--- config.mk ---
export PLATFORM = sky130hd
export DESIGN_NAME = uart_rx_monitor_flat
export DESIGN_NICKNAME = d
export VERILOG_FILES = /design/src/rtl/uart_rx_monitor_if.sv /design/src/rtl/uart_rx_monitor.sv /design/src/flat_wrapper.sv
export SDC_FILE = /design/constraint.sdc
export NUM_CORES = 1
export LEC_CHECK = 0
export ABC_AREA = 1
export CAP_MARGIN = 20
export CORE_MARGIN = 8
export CORE_UTILIZATION = 63
export CTS_BUF_LIST = sky130_fd_sc_hd__clkbuf_8
export DETAILED_ROUTE_END_ITERATION = 8
export PLACE_DENSITY_LB_ADDON = 0.25
export SLEW_MARGIN = 10
export SYNTH_ARGS = -nofsm -noshare
export SYNTH_HDL_FRONTEND = slang
export SYNTH_SLANG_ARGS = --single-unit
--- constraint.sdc ---
create_clock -name clk -period 3 [get_ports clk]
set_clock_uncertainty 0.05 [all_clocks]
set_input_delay 0.45 -clock clk [delete_from_list [all_inputs] [get_ports clk]]
set_output_delay 0.45 -clock clk [all_outputs]
set_load 0.02 [all_outputs]
--- src/rtl/uart_rx_monitor_if.sv ---
// Receiver-side signal bundle for uart_rx_monitor: serial line in, decoded byte and status out.
// The slave modport is the receiver; the master modport is whoever drives the line and reads results.
interface uart_rx_monitor_if;
    localparam int unsigned DATA_W  = 8;
    localparam int unsigned COUNT_W = 16;

    logic               rx;
    logic [DATA_W-1:0]  data_o;
    logic               valid_o;
    logic               frame_err_o;
    logic               busy_o;
    logic [COUNT_W-1:0] byte_count_o;

    modport master (
        output rx,
        input  data_o,
        input  valid_o,
        input  frame_err_o,
        input  busy_o,
        input  byte_count_o
    );

    modport slave (
        input  rx,
        output data_o,
        output valid_o,
        output frame_err_o,
        output busy_o,
        output byte_count_o
    );
endinterface

--- src/rtl/uart_rx_monitor.sv ---
// 8N1 serial receiver watching the SoC uart_tx pin; reports bytes, a good-byte count and framing errors.
// Mid-bit sampling timed from the synchronized falling edge of the start bit.
module uart_rx_monitor #(
    parameter int unsigned CLK_HZ = 10000000,
    parameter int unsigned BAUD   = 9600
) (
    input  logic               clk,
    input  logic               reset,
    uart_rx_monitor_if.slave   bus
);
    localparam int unsigned DIV     = CLK_HZ / BAUD;
    localparam int unsigned HALF    = DIV / 2;
    localparam int unsigned CNT_W   = (DIV > 1) ? $clog2(DIV) : 1;
    localparam int unsigned DATA_W  = 8;
    localparam int unsigned COUNT_W = 16;
    localparam int unsigned IDX_W   = 3;

    localparam logic [CNT_W-1:0] DIV_M1  = CNT_W'(DIV - 1);
    localparam logic [CNT_W-1:0] HALF_M1 = CNT_W'(HALF - 1);
    localparam logic [IDX_W-1:0] LAST_BIT = IDX_W'(DATA_W - 1);

    typedef enum logic [2:0] {
        ST_IDLE,
        ST_START,
        ST_DATA,
        ST_STOP,
        ST_BREAK
    } state_e;

    state_e             state_q;
    logic               rx_m_q;
    logic               rx_s_q;
    logic               rx_p_q;
    logic [CNT_W-1:0]   cnt_q;
    logic [IDX_W-1:0]   bit_idx_q;
    logic [DATA_W-1:0]  shift_q;
    logic [DATA_W-1:0]  data_q;
    logic               valid_q;
    logic               frame_err_q;
    logic               busy_q;
    logic [COUNT_W-1:0] byte_count_q;

    logic               start_edge_c;
    logic               cnt_zero_c;
    logic [CNT_W-1:0]   cnt_d;
    logic [DATA_W-1:0]  shift_d;
    logic [COUNT_W-1:0] byte_count_d;
    logic [IDX_W-1:0]   bit_idx_d;

    // Synchronizer and history reset low, so a line held low through reset never looks like a start.
    always_ff @(posedge clk) begin
        if (reset) begin
            rx_m_q <= 1'b0;
            rx_s_q <= 1'b0;
            rx_p_q <= 1'b0;
        end else begin
            rx_m_q <= bus.rx;
            rx_s_q <= rx_m_q;
            rx_p_q <= rx_s_q;
        end
    end

    assign start_edge_c = rx_p_q & ~rx_s_q;
    assign cnt_zero_c   = (cnt_q == '0);
    assign cnt_d        = cnt_q - CNT_W'(1);
    assign shift_d      = {rx_s_q, shift_q[DATA_W-1:1]};
    assign byte_count_d = byte_count_q + COUNT_W'(1);
    assign bit_idx_d    = bit_idx_q + IDX_W'(1);

    // Frame FSM; status pulses default low every cycle so each lasts exactly one clock.
    always_ff @(posedge clk) begin
        if (reset) begin
            state_q      <= ST_IDLE;
            cnt_q        <= '0;
            bit_idx_q    <= '0;
            shift_q      <= '0;
            data_q       <= '0;
            valid_q      <= 1'b0;
            frame_err_q  <= 1'b0;
            busy_q       <= 1'b0;
            byte_count_q <= '0;
        end else begin
            valid_q     <= 1'b0;
            frame_err_q <= 1'b0;
            unique case (state_q)
                ST_IDLE: begin
                    if (start_edge_c) begin
                        cnt_q   <= HALF_M1;
                        state_q <= ST_START;
                        busy_q  <= 1'b1;
                    end
                end
                ST_START: begin
                    if (!cnt_zero_c) begin
                        cnt_q <= cnt_d;
                    end else if (rx_s_q) begin
                        state_q <= ST_IDLE;
                        busy_q  <= 1'b0;
                    end else begin
                        cnt_q     <= DIV_M1;
                        bit_idx_q <= '0;
                        state_q   <= ST_DATA;
                    end
                end
                ST_DATA: begin
                    if (!cnt_zero_c) begin
                        cnt_q <= cnt_d;
                    end else begin
                        shift_q <= shift_d;
                        cnt_q   <= DIV_M1;
                        if (bit_idx_q == LAST_BIT) begin
                            state_q <= ST_STOP;
                        end else begin
                            bit_idx_q <= bit_idx_d;
                        end
                    end
                end
                ST_STOP: begin
                    if (!cnt_zero_c) begin
                        cnt_q <= cnt_d;
                    end else if (rx_s_q) begin
                        // Leaving at mid-stop leaves half a bit to catch a back-to-back start.
                        data_q       <= shift_q;
                        valid_q      <= 1'b1;
                        byte_count_q <= byte_count_d;
                        state_q      <= ST_IDLE;
                        busy_q       <= 1'b0;
                    end else begin
                        frame_err_q <= 1'b1;
                        state_q     <= ST_BREAK;
                    end
                end
                ST_BREAK: begin
                    if (rx_s_q) begin
                        state_q <= ST_IDLE;
                        busy_q  <= 1'b0;
                    end
                end
                default: begin
                    state_q <= ST_IDLE;
                    busy_q  <= 1'b0;
                end
            endcase
        end
    end

    assign bus.data_o       = data_q;
    assign bus.valid_o      = valid_q;
    assign bus.frame_err_o  = frame_err_q;
    assign bus.busy_o       = busy_q;
    assign bus.byte_count_o = byte_count_q;
endmodule
--- src/flat_wrapper.sv ---
// flat-port wrapper written by rule: the top's interface ports become plain ports
module uart_rx_monitor_flat 
#(
    parameter int unsigned CLK_HZ = 10000000,
    parameter int unsigned BAUD   = 9600
)
  (clk, reset, bus_rx, bus_data_o, bus_valid_o, bus_frame_err_o, bus_busy_o, bus_byte_count_o);
  uart_rx_monitor_if bus_i ();
  input  logic clk;
  input  logic reset;
  input wire logic [$bits(bus_i.rx)-1:0] bus_rx;
  output wire logic [$bits(bus_i.data_o)-1:0] bus_data_o;
  output wire logic [$bits(bus_i.valid_o)-1:0] bus_valid_o;
  output wire logic [$bits(bus_i.frame_err_o)-1:0] bus_frame_err_o;
  output wire logic [$bits(bus_i.busy_o)-1:0] bus_busy_o;
  output wire logic [$bits(bus_i.byte_count_o)-1:0] bus_byte_count_o;
  assign bus_i.rx = bus_rx;
  assign bus_data_o = bus_i.data_o;
  assign bus_valid_o = bus_i.valid_o;
  assign bus_frame_err_o = bus_i.frame_err_o;
  assign bus_busy_o = bus_i.busy_o;
  assign bus_byte_count_o = bus_i.byte_count_o;
  uart_rx_monitor #(.CLK_HZ(CLK_HZ), .BAUD(BAUD)) u_core (.clk(clk), .reset(reset), .bus(bus_i));
endmodule
==> impl_metrics.py <==
metrics = {
    "clock_tree": {
        "htreeDepth": 2,
        "cts_setup_buffers": 0,
        "cts.clk_slew.worst_paths_ps": 110,
        "cts_resized": 0,
        "cts_buffers": 5,
        "cts_root_buf": "clkbuf_8",
        "clock-sinks": 55,
        "cts_tree": "done",
        "hold_buffers": 0,
        "clock_latency_ps": 320,
        "cts_buffer_depth": 2,
    },
    "floorplan": {
        "die_h_um": 84.06,
        "start_util_pct": 66.10,
        "fp.coreArea_um2": 4414,
        "rows": 24,
        "fp.dieW_um": 84.06,
        "die_area_um2": 7065,
        "ioPinCount": 30,
    },
    "timing": {
        "worst_pin_slew_ps": 782.9,
        "clock.fmax_ghz": 0.5085,
        "setup_viol": 0,
        "fin_ws_ps": 1034,
        "relSlewSlack_pct": 47.75,
        "final_hold_viol_count": 0,
        "min_period_ps": 1966,
        "tns_ps": 0,
        "rsz0062_at_grt": "false",
        "finalCritPeriodShare_pct": 65.55,
        "slew_viol_final": 0,
    },
    "job": {
        "drv_cap": 0,
    },
    "drt": {
        "vias": 2652,
        "first_pass_iters": 4,
        "initialDrtViolationCount": 172,
        "ant_nets": 0,
        "routed_via_density": 5.325,
        "post-route-drc-count": 0,
        "post_drt_wl_per_cell_um": 12.39,
        "totalWireLength_um": 6168,
    },
    "status": {
        "status": "finished clean",
    },
    "logic_synthesis": {
        "ys_top_cells_by_area": "dfxtp_1 (38%), nand2_1 (13%), nor2_1 (8.1%)",
        "synth-async-reset-ratio_pct": 0,
        "synth_ff_type": "dfxtp_1",
        "ys_seq_area_share_pct": 37.74,
        "netlist_area_um2": 2918,
        "syn-num-nets": 425,
        "synth.top_cell.area_share_pct": 37.74,
        "synth_top_cell_by_area": "dfxtp_1",
        "synth_seq_cells": 55,
        "post-synth-top-count-cell": "nand2_1",
        "yosysWarnings": 0,
        "syn_avg_cell_area_um2": 6.997,
        "netlist_top_cells_count": "nand2_1 (103), nor2_1 (63), dfxtp_1 (55)",
        "synth_cells": 417,
        "synth_edf_count": 0,
        "synth_cell_type_count": 34,
    },
    "final_layout": {
        "area_growth_pct": 13.85,
        "diodes": 0,
        "fill_cells": 360,
        "multi_input_area_um2": 1568,
        "drive_gt1_share_pct": 12.78,
        "finalNonFillerCells": 498,
        "seq_area_um2": 1101,
        "nNetsFinal": 453,
        "fin_util_pct": 75.26,
    },
    "global_routing": {
        "antenna_found_initial": 0,
        "grt.overflow.total": 0,
        "grt_use_total_pct": 17.54,
        "grtUsageMet3_pct": 4.199,
        "grt_pass1_vias": 2546,
        "grt_pass1_wl_um": 10810,
        "top_usage_layer": "met2",
        "use_met1_pct": 20.77,
        "grt_max_degree": 30,
        "met2_usage_pct": 29.67,
    },
    "critical_path": {
        "critPathCaptureType": "flip-flop",
        "critPathKind": "reg -> reg",
        "cp_max_fo": 17,
        "crit_arrival_ps": 2130,
        "cp.required_ps": 3170,
        "cp-start-kind": "flip-flop",
    },
    "placed_design": {
        "place_congestion": 0.8692,
        "pre_cts_ws_ps": 1023,
        "dp_cells": 490,
        "hpwl_um": 4404,
        "numPortBuffers": 29,
    },
    "worst_hold_path": {
        "min-delay-path-class": "reg -> reg",
    },
    "pwr": {
        "powerDensity_nw_per_um2": 871.7,
        "ir_drop_mv": 0.5056,
        "power.leakage_nw": 1.381,
    },
}
-- final timing paths --
path / depth (start not counted) / to / slack [ps] / startpoint
worst max register to register: 9 / u_core.bus.byte_count_o[2] / 1030 / u_core.cnt_q[0]
worst max-delay path: 9 / u_core.bus.byte_count_o[2] / 1030 / u_core.cnt_q[0]
worst min register to register: 2 / u_core.rx_s_q / 370 / u_core.rx_m_q
worst min-delay path: 2 / u_core.rx_s_q / 370 / u_core.rx_m_q
-- per-layer routing --
layer	wire length, um	part of all wire, %
met1	2952	48
met2	2845	46
met3	283	4.6
met4	86	1.4
met5	0	0
-- stage by stage --
stage | power [mW] | hold WS [ps] | instance area, um2
floorplan | 2.202 | 338.3 | 2918
global placement | 2.403 | 338.7 | 3222
global route | 3.136 | 392.0 | 3322
CTS | 2.900 | 366.4 | 3322
detailed placement | 2.450 | 348.4 | 3222
finish | 2.896 | 365.0 | 3322
-- critical path, stage by stage (launching register included) --
cell and delay [ps]:
dfxtp_1 350, inv_1 130, ha_1 200, nand2_1 130, nor2_8 160, nand3_2 110, nor2_4 360, inv_2 160
o21ai_1 150, nor2_1 50
-- layout make-up --
class	instances	share of cell area [%]
Clock buffer	5	2.072
Tap cell	52	1.959
Sequential cell	55	33.15
Inverter	49	5.725
Multi-Input combinational cell	304	47.19
Clock inverter	3	0.9416
Timing Repair Buffer	30	8.964
-- power breakdown --
part / internal, mW / switching [mW]
Clock: 0.178 / 0.275
Sequential: 0.846 / 0.116
Combinational: 0.489 / 0.991
Total: 1.51 / 1.38
-- cell usage in the layout, fill, tap and decap left out --
cell type / n
nor2_1: 63
o21ai_1: 13
nand4_1: 6
nand3b_1: 1
nor2_2: 1
xnor2_1: 3
clkdlybuf4s50_1: 29
buf_4: 1
a21oi_2: 11
clkinv_4: 1
and3_1: 1
inv_2: 12
a31oi_2: 1
nor2_8: 2
xor2_1: 6
nand3_2: 4
inv_1: 34
nand2_4: 3
nor3_1: 8
nand2_1: 103
inv_8: 2
nor3b_2: 1
and2_1: 1
nor2_4: 5
nor3_2: 1
nand2_2: 4
inv_4: 2
a21oi_1: 21
o21ai_0: 13
dfxtp_1: 55
nand3_1: 26
clkinv_2: 1
ha_1: 5
clkbuf_8: 5
o21a_1: 1
-- kinds of logic (layout without fill, tap and decap cells) --
family / count (synthesis) / count (layout) / synth area share [%]
fa+ha+maj: 5 / 5 / 2.144
buf+inv: 58 / 87 / 8.533
flops: 55 / 55 / 37.74
compound gates: 60 / 60 / 12.05
simple gates: 230 / 230 / 36.84
xor+xnor: 9 / 9 / 2.702
-- sequential cells by signal, summed over array words and instances (netlist names) --
register	cells
u_core.shift_q	8
u_core.bit_idx_q	3
u_core.state_q	3
u_core.bus.frame_err_o	1
u_core.cnt_q	11
u_core.rx_p_q	1
u_core.bus.byte_count_o	16
u_core.bus.valid_o	1
u_core.bus.busy_o	1
u_core.rx_s_q	1
u_core.rx_m_q	1
u_core.bus.data_o	8
Power figures use the tool's default switching activity.
